File: config.mk
export PLATFORM = sky130hd
export DESIGN_NAME = sinc_comp_fir_flat
export DESIGN_NICKNAME = d
export VERILOG_FILES = /design/src/rtl/sinc_comp_fir_pkg.sv /design/src/rtl/sinc_comp_fir_if.sv /design/src/rtl/sinc_comp_fir_coef_rom.sv /design/src/rtl/sinc_comp_fir.sv /design/src/flat_wrapper.sv
export SDC_FILE = /design/constraint.sdc
export NUM_CORES = 1
export LEC_CHECK = 0
export CORE_ASPECT_RATIO = 1.4
export CORE_UTILIZATION = 50
export DETAILED_ROUTE_END_ITERATION = 6
export GPL_TIMING_DRIVEN = 0
export PLACE_DENSITY_LB_ADDON = 0.08
export SYNTH_ARGS = -nofsm -noshare
export SYNTH_HDL_FRONTEND = slang
export SYNTH_SLANG_ARGS = --single-unit
File: constraint.sdc
create_clock -name mclk1 -period 19 [get_ports mclk1]
set_clock_uncertainty 0.1 [all_clocks]
set_input_delay 2.85 -clock mclk1 [delete_from_list [all_inputs] [get_ports mclk1]]
set_output_delay 2.85 -clock mclk1 [all_outputs]
set_load 0.01 [all_outputs]
File: src/rtl/sinc_comp_fir_pkg.sv
// Shared constants, coefficient set and FSM state type for the sinc3 compensation FIR.
package adcfilter_pkg;

  localparam int unsigned DwDef    = 16;
  localparam int unsigned AccwDef  = 24;
  localparam int unsigned ShiftDef = 6;
  localparam int unsigned NumTaps  = 7;
  localparam int unsigned CoefW    = 8;
  localparam int unsigned TapIdxW  = 3;

  typedef logic signed [CoefW-1:0] coef_t;

  // Symmetric droop-compensation kernel, DC gain 64.
  localparam coef_t Coef0 = 8'sd1;
  localparam coef_t Coef1 = -8'sd4;
  localparam coef_t Coef2 = -8'sd12;
  localparam coef_t Coef3 = 8'sd94;
  localparam coef_t Coef4 = -8'sd12;
  localparam coef_t Coef5 = -8'sd4;
  localparam coef_t Coef6 = 8'sd1;

  typedef enum logic [1:0] {
    StIdle,
    StMac,
    StSat
  } state_e;

endpackage

File: src/rtl/sinc_comp_fir_if.sv
// Word-in / sample-out bus between the sinc3 front end and the compensation FIR.
interface sinc_comp_fir_if #(
  parameter int unsigned DW = 16
);

  logic                 en;
  logic                 dec2;
  logic                 word_clk;
  logic signed [DW-1:0] din;
  logic signed [DW-1:0] dout;
  logic                 dout_valid;
  logic                 overrun;

  modport master (
    output en, dec2, word_clk, din,
    input  dout, dout_valid, overrun
  );

  modport slave (
    input  en, dec2, word_clk, din,
    output dout, dout_valid, overrun
  );

endinterface

File: src/rtl/sinc_comp_fir_coef_rom.sv
// Combinational coefficient lookup by tap index.
module comp_coef_rom
  import adcfilter_pkg::*;
(
  input  logic [TapIdxW-1:0] idx_i,
  output coef_t              coef_o
);

  always_comb begin
    coef_o = '0;
    case (idx_i)
      3'd0:    coef_o = Coef0;
      3'd1:    coef_o = Coef1;
      3'd2:    coef_o = Coef2;
      3'd3:    coef_o = Coef3;
      3'd4:    coef_o = Coef4;
      3'd5:    coef_o = Coef5;
      3'd6:    coef_o = Coef6;
      default: coef_o = '0;
    endcase
  end

endmodule

File: src/rtl/sinc_comp_fir.sv
// 7-tap sinc3 droop-compensation FIR: one serial MAC per output, optional decimate-by-2.
module sinc_comp_fir
  import adcfilter_pkg::*;
#(
  parameter int unsigned DW    = DwDef,
  parameter int unsigned ACCW  = AccwDef,
  parameter int unsigned SHIFT = ShiftDef
) (
  input logic            mclk1,
  input logic            reset_n,
  sinc_comp_fir_if.slave bus
);

  localparam logic signed [ACCW-1:0] SatMax = ACCW'((2 ** (DW - 1)) - 1);
  localparam logic signed [ACCW-1:0] SatMin = ~SatMax;

  state_e                     state_q, state_d;
  logic                       wc_q;
  logic signed [DW-1:0]       taps_q [NumTaps];
  logic signed [DW-1:0]       taps_d [NumTaps];
  logic signed [ACCW-1:0]     acc_q, acc_d;
  logic [TapIdxW-1:0]         k_q, k_d;
  logic                       phase_q, phase_d;
  logic signed [DW-1:0]       dout_q, dout_d;
  logic                       valid_q, valid_d;
  logic                       overrun_q, overrun_d;

  logic                       word_evt;
  logic                       accept;
  logic                       start_mac;
  coef_t                      coef;
  logic signed [DW-1:0]       tap_sel;
  logic signed [DW+CoefW-1:0] prod;
  logic signed [ACCW-1:0]     acc_shr;

  comp_coef_rom u_coef_rom (
    .idx_i  (k_q),
    .coef_o (coef)
  );

  assign word_evt  = bus.word_clk & ~wc_q;
  assign accept    = word_evt & bus.en & (state_q == StIdle);
  // With dec2 low the phase is treated as zero even before the register clears.
  assign start_mac = accept & ~(bus.dec2 & phase_q);
  assign tap_sel   = taps_q[k_q];
  assign prod      = tap_sel * coef;
  assign acc_shr   = acc_q >>> SHIFT;

  always_comb begin
    state_d   = state_q;
    taps_d    = taps_q;
    acc_d     = acc_q;
    k_d       = k_q;
    dout_d    = dout_q;
    valid_d   = 1'b0;
    overrun_d = overrun_q | (word_evt & bus.en & (state_q != StIdle));
    phase_d   = 1'b0;
    if (bus.dec2) begin
      phase_d = accept ? ~phase_q : phase_q;
    end

    unique case (state_q)
      StIdle: begin
        if (accept) begin
          taps_d[0] = bus.din;
          for (int i = 1; i < NumTaps; i++) begin
            taps_d[i] = taps_q[i-1];
          end
          if (start_mac) begin
            acc_d   = '0;
            k_d     = '0;
            state_d = StMac;
          end
        end
      end
      StMac: begin
        acc_d = acc_q + ACCW'(prod);
        if (k_q == TapIdxW'(NumTaps - 1)) begin
          state_d = StSat;
        end else begin
          k_d = k_q + 1'b1;
        end
      end
      StSat: begin
        if (acc_shr > SatMax) begin
          dout_d = SatMax[DW-1:0];
        end else if (acc_shr < SatMin) begin
          dout_d = SatMin[DW-1:0];
        end else begin
          dout_d = acc_shr[DW-1:0];
        end
        valid_d = 1'b1;
        state_d = StIdle;
      end
      default: state_d = StIdle;
    endcase
  end

  always_ff @(posedge mclk1) begin
    if (!reset_n) begin
      state_q   <= StIdle;
      wc_q      <= 1'b0;
      acc_q     <= '0;
      k_q       <= '0;
      phase_q   <= 1'b0;
      dout_q    <= '0;
      valid_q   <= 1'b0;
      overrun_q <= 1'b0;
      for (int i = 0; i < NumTaps; i++) begin
        taps_q[i] <= '0;
      end
    end else begin
      state_q   <= state_d;
      wc_q      <= bus.word_clk;
      acc_q     <= acc_d;
      k_q       <= k_d;
      phase_q   <= phase_d;
      dout_q    <= dout_d;
      valid_q   <= valid_d;
      overrun_q <= overrun_d;
      taps_q    <= taps_d;
    end
  end

  assign bus.dout       = dout_q;
  assign bus.dout_valid = valid_q;
  assign bus.overrun    = overrun_q;

endmodule

File: src/flat_wrapper.sv
// flat-port wrapper written by rule: the top's interface ports become plain ports
module sinc_comp_fir_flat import adcfilter_pkg::*;
#(
  parameter int unsigned DW    = DwDef,
  parameter int unsigned ACCW  = AccwDef,
  parameter int unsigned SHIFT = ShiftDef
)
  (mclk1, reset_n, bus_en, bus_dec2, bus_word_clk, bus_din, bus_dout, bus_dout_valid, bus_overrun);
  sinc_comp_fir_if #(.DW(DW)) bus_i ();
  input logic mclk1;
  input logic reset_n;
  input wire logic [$bits(bus_i.en)-1:0] bus_en;
  input wire logic [$bits(bus_i.dec2)-1:0] bus_dec2;
  input wire logic [$bits(bus_i.word_clk)-1:0] bus_word_clk;
  input wire logic [$bits(bus_i.din)-1:0] bus_din;
  output wire logic [$bits(bus_i.dout)-1:0] bus_dout;
  output wire logic [$bits(bus_i.dout_valid)-1:0] bus_dout_valid;
  output wire logic [$bits(bus_i.overrun)-1:0] bus_overrun;
  assign bus_i.en = bus_en;
  assign bus_i.dec2 = bus_dec2;
  assign bus_i.word_clk = bus_word_clk;
  assign bus_i.din = bus_din;
  assign bus_dout = bus_i.dout;
  assign bus_dout_valid = bus_i.dout_valid;
  assign bus_overrun = bus_i.overrun;
  sinc_comp_fir #(.DW(DW), .ACCW(ACCW), .SHIFT(SHIFT)) u_core (.mclk1(mclk1), .reset_n(reset_n), .bus(bus_i));
endmodule
==> impl_metrics.ini, run 1 <==
[route]
route.detailed.wl_per_inst_um = 18.4
viasPerCell = 5.46
first_pass_iters = 5
finalWirelength_um = 31400
ant_nets = 0
vias = 9305
dr.first_iter.drc_count = 486
drc_errors = 0

[placement]
dp_hpwl_um = 25300
dpl-instance-area_um2 = 12300
port_buffers = 38
placed_cells = 1674
place_congestion = 0.893

[logic_synthesis]
postSynthAreaPerCell_um2 = 8.68
ys_async_sr_fraction = 0
syn_area_um2 = 11600
syn_nets = 1539
yosysWarnings = 0
syn_inst = 1335
synth.distinct_cells = 65
ys_seq_elements = 161
synth-main-ff-cell = dfxtp_1
ys_seq_area_frac = 0.278
synth-edff-count = 0

[critical_path]
cp.arrival_ns = 7.63
crit_start = u_core.k_q[1]
cp_common_cell = fa_1
cp-start-kind = flip-flop
crit_family = adder cells
critPathRequiredTime_ns = 19.19
crit_buf_inv = 8
slowest_delay_ns = 0.60
ff2ff_path_depth = 23
cp_max_fo = 10
slowest_stage = fa_1
path_cells = buf_6 > buf_6 > buf_4 > inv_1 > ha_1 > mux2_2 > or2_2 > inv_1 > buf_2 > buf_1 > fa_1 > inv_1 > fa_1 > fa_1 > fa_1 > fa_1 > ha_1 > and4b_1 > o31a_1 > a2111oi_0 > nor3_1 > xnor2_1 > o21ai_1
path_class = reg2reg
worstReg2RegStart = u_core.k_q[1]
end_kind = flip-flop
reg2reg_slack_ns = 11.56
r2r_end = u_core.acc_q[23]

[grt]
overflow = 0
gr-usage-all-layers = 0.284
antenna_found_initial = 0
use_met1 = 0.331
grt_max_degree = 17
grt_pass1_vias = 9562
grt_pass1_wl_um = 51200
grtUsageMet3 = 0.0273
met2_usage = 0.519
busiest_layer = met2

[floorplanning]
fp.dieH_um = 182
start_util = 0.512
fp.dieW_um = 131
io_pins = 39
core.rowCount = 65
design.die.area_um2 = 23800
core_area_um2 = 22600

[sta]
tns_ns = 0
fmax_mhz = 134
maxSlewHeadroom = 0.0650
final-setup-viol-count = 0
rsz0062_at_grt = false
maxSlewViolCount = 0
hold_viol = 0
max_slew.worst_pin.slew_ns = 1.39
period_needed_ns = 7.44
period_share = 0.392
whs_ns = 0.356

[final_layout]
layout.cells.non_filler = 1704
antenna_cells = 0
syn_to_final_growth_pct = 11.7
nets = 1596
drive_above_1_share = 0.0599
final_area_um2 = 12900

[pwr]
seqPwrFrac = 0.409
swShare = 0.280
p_int_uw = 611
p_clk_frac = 0.411
pwr-share-comb = 0.179
net-switching-power_uw = 237
irDropWorstVdd_v = 0.0000554
leakagePower_nw = 5.41
power.density_nw_per_um2 = 65.6

[clock_network]
holdBufCountCts = 0
cts_buffers = 17
clk-insertion-delay-late_ns = 0.43
cts-root-buf = clkbuf_16
cts_tree = built
clkSinkCount = 161
cts_setup_buffers = 0
cts_resized = 0
htree_levels = 4
cts_buffer_depth = 2
clk_pin_slew_ns = 0.06

[outcome]
status = completed

[worst_hold_path]
worstHoldStart = u_core.bus.dout[12]
holdPathEnd = u_core.bus.dout[12]
whs_path_depth = 2
hold_class = reg2reg

[run]
max_cap_viol_count = 0
cell usage after synthesis (11+ instances only):
master / number / area, um2
nor2_1: 68 / 255
o21ai_0: 49 / 245
a21oi_1: 160 / 801
dfxtp_1: 161 / 3220
xnor2_1: 25 / 219
clkbuf_1: 54 / 203
buf_2: 11 / 55.1
inv_1: 119 / 447
fa_1: 114 / 2280
nand2_1: 299 / 1120
and2_1: 13 / 81.3
ha_1: 69 / 863
nand2b_1: 13 / 81.3
mux4_2: 16 / 360
worst max path at each step:
stage	endpoint	slack [ns]	depth (start not counted)
finish	u_core.acc_q[23]	11.56	23
global route	u_core.acc_q[23]	11.21	24
CTS	u_core.acc_q[23]	11.60	23
detailed placement	u_core.acc_q[23]	11.65	23
global placement	u_core.acc_q[23]	11.63	22
floorplan	u_core.acc_q[14]	12.69	27
per-stage QoR:
step / setup slack, ns / total power [mW] / util
after floorplan: 12.69 / 0.459 / -
after global placement: 11.63 / 0.505 / 0.546
after detailed placement: 11.65 / 0.507 / 0.546
after CTS: 11.60 / 0.856 / 0.572
after global routing: 11.21 / 0.885 / 0.572
final: 11.56 / 0.849 / 0.572
logic make-up (layout without fill, tap and decap cells):
kind of cell             Yosys count  in the layout  share of synthesized area
AO/OA/AOI/OAI                    299            299                      0.153
multiplexers                      34             34                     0.0476
XOR/XNOR                          35             35                     0.0278
AND/OR/NAND/NOR                  427            427                      0.152
adder cells (fa/ha/maj)          183            183                      0.272
buffers and inverters            196            264                     0.0692
flip-flops                       161            161                      0.278
worst register-to-register path: stages, from the launching register on:
cell	delay (ns)
dfxtp_1	0.41
buf_6	0.17
buf_6	0.17
buf_4	0.25
inv_1	0.11
ha_1	0.19
mux2_2	0.30
or2_2	0.29
inv_1	0.08
buf_2	0.23
buf_1	0.49
fa_1	0.52
inv_1	0.09
fa_1	0.43
fa_1	0.51
fa_1	0.60
fa_1	0.43
ha_1	0.38
and4b_1	0.23
o31a_1	0.41
a2111oi_0	0.56
nor3_1	0.13
xnor2_1	0.17
o21ai_1	0.07
layout make-up:
cell class | count | area (um2)
clock buffer | 21 | 460
clock inverter | 9 | 133
tap | 301 | 377
inverter | 121 | 454
fill | 2124 | 9680
timing repair buffer | 38 | 380
buffer | 75 | 348
multi-input combinational | 978 | 7560
sequential | 161 | 3220
state kept, by name, summed over array words and instances (netlist names):
register,cells
u_core.k_q,3
u_core.bus.dout,16
u_core.wc_q,1
u_core.phase_q,1
u_core.bus.overrun,1
u_core.bus.dout_valid,1
u_core.acc_q,24
u_core.state_q,2
u_core.taps_q,112
power by group through the flow:
| stage | logic [mW] | registers (mW) | clock network [mW] |
|---|---|---|---|
| final | 0.152 | 0.347 | 0.349 |
| after global routing | 0.170 | 0.348 | 0.368 |
| after CTS | 0.153 | 0.347 | 0.355 |
| after detailed placement | 0.153 | 0.355 | 0 |
| after global placement | 0.151 | 0.355 | 0 |
| after floorplan | 0.107 | 0.352 | 0 |
cell usage in the layout, fill, tap and decap left out, types with 8 or more instances in the layout:
cell and n:
o22ai_1 10, a21o_1 9, and2_1 13, o21a_1 8
a22oi_1 9, clkbuf_16 17, a221o_1 8, a21oi_1 160
mux2i_1 9, nor2_1 68, mux4_2 16, fa_1 114
nand2b_1 13, dfxtp_1 161, o21ai_0 49, clkdlybuf4s50_1 38
xnor2_1 25, ha_1 69, xor2_1 8, clkbuf_1 56
inv_1 119, nand2_1 299, buf_2 11
per-layer routing:
| metal | routed length, um | vias to the layer above |
|---|---|---|
| li1 | - | 4505 |
| met1 | 12400 | 4529 |
| met2 | 16900 | 215 |
| met3 | 886 | 56 |
| met4 | 1150 | 0 |
| met5 | 0 | - |
Power figures use the tool's default switching activity.
==> inputs of run 2 (changes only) <==
clock period = 7.2 ns   (was 19 ns; I/O delays follow)
==> impl_metrics.ini, run 2 (synthesis gave the netlist of run 1 again) <==
[clock_network]
htree_levels = 4
cts-root-buf = clkbuf_16
holdBufCountCts = 0
clkSinkCount = 161
clk-insertion-delay-late_ns = 0.43
cts_tree = built
clk_pin_slew_ns = 0.06
cts_buffer_depth = 2
cts_buffers = 17

[route]
dr.first_iter.drc_count = 491
ant_nets = 0
viasPerCell = 5.48
finalWirelength_um = 31500
route.detailed.wl_per_inst_um = 18.4
drc_errors = 0
vias = 9361
first_pass_iters = 5

[critical_path]
cp_max_fo = 10
cp.arrival_ns = 7.15
path_class = reg2reg
slowest_delay_ns = 0.59
reg2reg_slack_ns = 0.24
r2r_end = u_core.acc_q[21]
ff2ff_path_depth = 25
slowest_stage = fa_1
end_kind = flip-flop
worstReg2RegStart = u_core.k_q[1]
cp-start-kind = flip-flop
critPathRequiredTime_ns = 7.38

[pwr]
power_mw = 2.25
irDropWorstVdd_v = 0.000146
power.density_nw_per_um2 = 172
leakagePower_nw = 5.45

[sta]
final-setup-viol-count = 0
hold_viol = 0
period_needed_ns = 6.96
period_share = 0.967
maxSlewViolCount = 0
max_slew.worst_pin.slew_ns = 1.08
fmax_mhz = 144
tns_ns = 0
rsz0062_at_grt = true
maxSlewHeadroom = 0.281

[floorplanning]
core_area_um2 = 22600
design.die.area_um2 = 23800
io_pins = 39
fp.dieW_um = 131
core.rowCount = 65
start_util = 0.512
fp.dieH_um = 182

[worst_hold_path]
worstHoldStart = u_core.bus.dout[14]
holdPathEnd = u_core.bus.dout[14]
whs_path_depth = 2
hold_class = reg2reg

[final_layout]
final_util = 0.577
largest_reg_flops = 112
top_register = u_core.taps_q
most-common-layout-cells = nand2_1 (299), dfxtp_1 (161), a21oi_1 (159), inv_1 (119), fa_1 (114)
layout_commonest_cell = nand2_1
antenna_cells = 0
syn_to_final_growth_pct = 12.5
nets = 1600
drive_above_1_share = 0.0711

[run]
max_cap_viol_count = 0

[placement]
place_congestion = 0.893
port_buffers = 38
dp_hpwl_um = 25300

[grt]
gr-usage-all-layers = 0.284
overflow = 0
grtUsageMet3 = 0.0273
grt_pass1_vias = 9571
busiest_layer = met2
met2_usage = 0.518
grt_max_degree = 17
use_met1 = 0.331
grt_pass1_wl_um = 51200
antenna_found_initial = 0

[outcome]
status = completed
==> run 2: cell count changes in the layout (fill, tap and decap cells not counted), moves of 2 or more <==
cell and delta:
nor2_1 -3, buf_4 +4, o21ai_1 +9, clkbuf_1 -4, nor2_4 +2, clkbuf_2 +4, o21ai_0 -9
==> run 2: stage by stage <==
stage	std cells	worst slack, ns	instance area (um2)	hold WS (ns)
2_1_floorplan	1335	0.888	11600	0.333
3_3_place_gp	1674	-0.166	12300	0.338
3_5_place_dp	1674	-0.152	12300	0.349
4_1_cts	1704	0.0233	12900	0.357
5_1_grt	1708	-0.0125	13000	0.364
6_report	1708	0.236	13000	0.356
==> run 2: cell type report <==
class | count | area (um2)
Buffer | 75 | 363
Clock buffer | 21 | 460
Clock inverter | 9 | 133
Fill cell | 2125 | 9570
Inverter | 121 | 454
Multi-Input combinational cell | 978 | 7610
Sequential cell | 161 | 3220
Tap cell | 301 | 377
Timing Repair Buffer | 42 | 410
==> run 2: worst max-delay path by stage <==
stage / start / to / slack, ns / cells past startpoint
final: u_core.k_q[1] / u_core.acc_q[21] / 0.24 / 25
after global routing: u_core.k_q[1] / u_core.acc_q[23] / -0.01 / 26
after CTS: u_core.k_q[1] / u_core.acc_q[22] / 0.02 / 27
after detailed placement: u_core.k_q[1] / u_core.acc_q[23] / -0.15 / 23
after global placement: u_core.k_q[1] / u_core.acc_q[23] / -0.17 / 22
after floorplan: u_core.k_q[1] / u_core.acc_q[14] / 0.89 / 27
==> run 2: per-layer routing <==
layer  part of all wire  routed length (um)
met5                  0                   0
met4              0.040                1250
met3              0.028                 895
met1               0.39               12400
met2               0.54               16900
==> run 2: report_power, final <==
part | total [mW] | switching, mW | leakage (nW) | internal (mW)
clock network | 0.922 | 0.362 | 0.285 | 0.561
logic | 0.407 | 0.254 | 3.87 | 0.153
registers | 0.916 | 0.0138 | 1.30 | 0.903
total | 2.25 | 0.630 | 5.45 | 1.62
==> run 2: critical path: cells and delay by family (launching register included) <==
kind,cells,cell delay [ns]
buffers and inverters,9,1.28
multiplexers,1,0.30
AND/OR/NAND/NOR,2,0.52
AO/OA/AOI/OAI,5,1.08
adder cells (fa/ha/maj),7,2.95
XOR/XNOR,1,0.18
flip-flops,1,0.41
==> run 2: repair_timing <==
action / 4_1_cts / 5_1_grt
endpoints found under the setup margin: 7 / 11
resized for setup: 5 / 29
pin swaps: 0 / 1
setup buffers: 0 / 4
==> RTL change 1, RTL diff (settings of run 1) <==
Encoding of `state_e`: now one-hot (3 bits for 3 states).
--- a/src/rtl/sinc_comp_fir_pkg.sv
+++ b/src/rtl/sinc_comp_fir_pkg.sv
@@ -19,10 +19,10 @@
   localparam coef_t Coef5 = -8'sd4;
   localparam coef_t Coef6 = 8'sd1;
 
-  typedef enum logic [1:0] {
-    StIdle,
-    StMac,
-    StSat
+  typedef enum logic [2:0] {
+    StIdle = 3'b001,
+    StMac  = 3'b010,
+    StSat  = 3'b100
   } state_e;
 
 endpackage
Function: no difference found for any inputs over 10 cycles, from zero or initial values and one cycle with reset_n low; not proved beyond that.
==> RTL change 1 against run 1 <==
Utilization grew 0.29 points. Wire length shrank 1.2%. Area after synthesis is 0.30% higher. Setup slack worse by 0.12 ns. Sequential cell count increased by 1. Global-route usage decreased by 0.32 points. Design area grew 0.86%. Largest cell class unchanged.
Power is not compared: it rests on default switching activity, and its combinational part moved more than twofold at a synthesized area within 25%.
==> RTL change 1: results (changes against run 1) <==
| Metric | Value |
|---|---|
| Drt total wl | 31.0 mm (was 31.4 mm) |
| Final-layout fill cell count | 2,106 (was 2,124) |
| Non-clock inverter total of the final layout | 117 (was 121) |
| DP HPWL | 25.1 mm (was 25.3 mm) |
| Routed wl met3 | 876 um (was 886 um) |
| Cells after DPL | 1,664 (was 1,674) |
| CP Data Arrival Time | 7.76 ns (was 7.63 ns) |
| Reg area | 3240 sq um (was 3220 sq um) |
| Met2 wire length | 16.8 mm (was 16.9 mm) |
| Syn Inst Count | 1,325 (was 1,335) |
| Clock buf/inv share | 5.13% (was 4.59%) |
| Synth top cells by count | 298 x nand2_1, 162 x dfxtp_1, 159 x a21oi_1, 115 x inv_1, 114 x fa_1 (was 299 x nand2_1, 161 x dfxtp_1, 160 x a21oi_1, 119 x inv_1, 114 x fa_1) |
| M3 GR Usage | 2.67% (was 2.73%) |
| Number of non-clock buffers in the layout | 114 (was 113) |
| DP Worst Slack | 11.53 ns (was 11.65 ns) |
| GR Util All Layers | 28.1% (was 28.4%) |
| #MultiIn Comb | 970 (was 978) |
| Initial DRC Count | 445 (was 486) |
| Area of the multi-input gates | 7590 sq um (was 7560 sq um) |
| Signal buffers share of area | 5.60% (was 5.63%) |
| Mapped Nets | 1,529 (was 1,539) |
| Hold Crit Start | u_core.taps_q[6] (was u_core.bus.dout[12]) |
| Top cells by area, synth | dfxtp_1 28%, fa_1 20%, nand2_1 9.6% (was dfxtp_1 28%, fa_1 20%, nand2_1 9.7%) |
| Count of cell types in the netlist | 67 (was 65) |
| Part of the Yosys area used for sequential elements | 27.9% (was 27.8%) |
| Relative slew slack | 21.7% (was 6.50%) |
| Met1 GRT Util | 31.9% (was 33.1%) |
| Run status | finished clean (unchanged) |
| CTS sink count | 162 (was 161) |
| Fraction of area in multi-input gates | 58.2% (was 58.4%) |
| Global-route wire length before repair | 50.6 mm (was 51.2 mm) |
| Via count | 9,184 (was 9,305) |
| Post-place instance area | 12,400 sq um (was 12,300 sq um) |
| Vias in the first global route | 9,535 (was 9,562) |
| Layout cells sized above 1 | 6.95% (was 5.99%) |
| Avg Inst Size Synth | 8.77 sq um (was 8.68 sq um) |
| Metal-1 WL | 12.2 mm (was 12.4 mm) |
| Final #Nets | 1,586 (was 1,596) |
## RTL change 1: cell types whose count changed in the layout (fill, tap and decap cells not counted), moves of 3 or more
cell	before	now
o21a_1	8	5
o21ai_1	4	9
a21o_1	9	15
or2_1	0	3
nor2b_1	7	3
mux2_2	7	3
o21ai_2	4	10
o21ai_0	49	33
buf_6	6	3
inv_1	119	115
buf_4	2	8
mux2_1	2	5
## RTL change 1: worst max-delay path: stages (launching register included)
cell and delay (ns):
dfxtp_1 0.41, buf_6 0.18, buf_2 0.29, buf_4 0.28, inv_1 0.10, ha_1 0.18, mux2_2 0.30, or2_1 0.24
inv_2 0.07, buf_2 0.23, buf_1 0.50, fa_1 0.53, inv_1 0.09, fa_1 0.43, fa_1 0.49, fa_1 0.59
fa_1 0.43, ha_1 0.36, o21ai_0 0.13, o21ai_1 0.20, o211a_1 0.27, a21oi_1 0.25, o31ai_1 0.51, xnor2_1 0.18
o21ai_1 0.07
## RTL change 1: kinds of logic after synthesis
family                   share of synthesized area, %
adder cells (fa/ha/maj)                          27.1
flip-flops                                       27.9
XOR/XNOR                                         2.99
AO/OA/AOI/OAI                                    15.5
AND/OR/NAND/NOR                                  14.9
buffers and inverters                            6.80
multiplexers                                     4.82
## RTL change 1: final timing paths
| path | slack, ns | end | depth (start not counted) |
|---|---|---|---|
| worst max-delay path | 11.43 | u_core.acc_q[23] | 24 |
| worst min-delay path | 0.36 | u_core.taps_q[6] | 2 |
| worst max register to register | 11.43 | u_core.acc_q[23] | 24 |
| worst min register to register | 0.36 | u_core.taps_q[6] | 2 |
## RTL change 1: report_power, final
group / total [uW] / internal (uW) / switching (uW)
registers: 344 / 342 / 2.49
logic: 64.6 / 21.9 / 42.7
clock network: 387 / 245 / 142
total: 796 / 609 / 188
==> RTL change 2, RTL diff (settings of run 1) <==
Without the edit above. Change the package constant `TapIdxW` from 3 to 2.
--- a/src/rtl/sinc_comp_fir_pkg.sv
+++ b/src/rtl/sinc_comp_fir_pkg.sv
@@ -6,7 +6,7 @@
   localparam int unsigned ShiftDef = 6;
   localparam int unsigned NumTaps  = 7;
   localparam int unsigned CoefW    = 8;
-  localparam int unsigned TapIdxW  = 3;
+  localparam int unsigned TapIdxW  = 2;
 
   typedef logic signed [CoefW-1:0] coef_t;
 
Behaviour: not the same (Yosys sat finds a counterexample within 10 cycles, from zero or initial values and one cycle with reset_n low).
==> RTL change 2 against run 1 <==
Worst hold slack lost 0.0059 ns. Final cell count shrank 22%. Design area shrank 22%. Power shrank 35%. Setup slack gained 0.49 ns. Area after synthesis shrank 21%. Synthesized cell count shrank 23%. Count of clock-buffer cells in the layout shrank 12. Wire length shrank 27%. Global-route usage shrank 1.3 points. Sequential cell count shrank 49. Via count shrank 26%. Highest routed layer unchanged.
==> RTL change 2: results (changes against run 1) <==
| Metric | Value |
|---|---|
| CTS sink count | 112 (was 161) |
| Signal buffers share of area | 5.47% (was 5.63%) |
| Pin count of the biggest net entering global routing | 19 (was 17) |
| Part of the cycle the worst path needs | 36.6% (was 39.2%) |
| DP HPWL | 19.3 mm (was 25.3 mm) |
| Part of the Yosys area used for sequential elements | 24.4% (was 27.8%) |
| Run status | finished clean (unchanged) |
| Layout cells sized above 1 | 3.89% (was 5.99%) |
| Worst r2r path cells | 21 (was 23) |
| Count of cell types in the netlist | 44 (was 65) |
| Drt total wl | 22.9 mm (was 31.4 mm) |
| GRT met2 Usage | 49.4% (was 51.9%) |
| CP Data Arrival Time | 7.08 ns (was 7.63 ns) |
| Worst skew pair latency | 0.35 ns (was 0.43 ns) |
| Met2 wire length | 12.3 mm (was 16.9 mm) |
| Post-place instance area | 9850 sq um (was 12,300 sq um) |
| Via count | 6,890 (was 9,305) |
| R2R Path End | u_core.acc_q[20] (was u_core.acc_q[23]) |
| Routed wl met3 | 621 um (was 886 um) |
| Cells after DPL | 1,305 (was 1,674) |
| TritonCTS Buffers | 9 (was 17) |
| Final-layout fill cell count | 1,757 (was 2,124) |
| Internal | 378 uW (was 611 uW) |
| Area Growth Syn to Fin | 10.4% (was 11.7%) |
| GR Util All Layers | 27.1% (was 28.4%) |
| Metal-1 WL | 9.57 mm (was 12.4 mm) |
| Clock buf/inv share | 2.67% (was 4.59%) |
| Synth top cells by count | 214 x nand2_1, 141 x inv_1, 126 x fa_1, 112 x dfxtp_1, 101 x a21oi_1 (was 299 x nand2_1, 161 x dfxtp_1, 160 x a21oi_1, 119 x inv_1, 114 x fa_1) |
RTL change 2: logic make-up after synthesis:
group | count (synthesis) | synth area share (%)
flip-flops | 112 | 24.4
multiplexers | 19 | 4.13
buffers and inverters | 188 | 7.75
XOR/XNOR | 28 | 2.67
AO/OA/AOI/OAI | 181 | 11.2
adder cells (fa/ha/maj) | 183 | 35.3
AND/OR/NAND/NOR | 316 | 14.5
RTL change 2: worst min-delay path by stage:
stage / startpoint / endpoint / slack (ns) / depth (start not counted)
CTS: u_core.bus.dout[2] / u_core.bus.dout[2] / 0.35 / 2
floorplan: u_core.taps_q[49] / u_core.taps_q[49] / 0.33 / 2
detailed placement: u_core.taps_q[51] / u_core.taps_q[51] / 0.34 / 2
global placement: u_core.taps_q[63] / u_core.taps_q[63] / 0.34 / 2
finish: u_core.bus.dout[1] / u_core.bus.dout[1] / 0.35 / 2
global route: u_core.taps_q[51] / u_core.taps_q[51] / 0.37 / 2
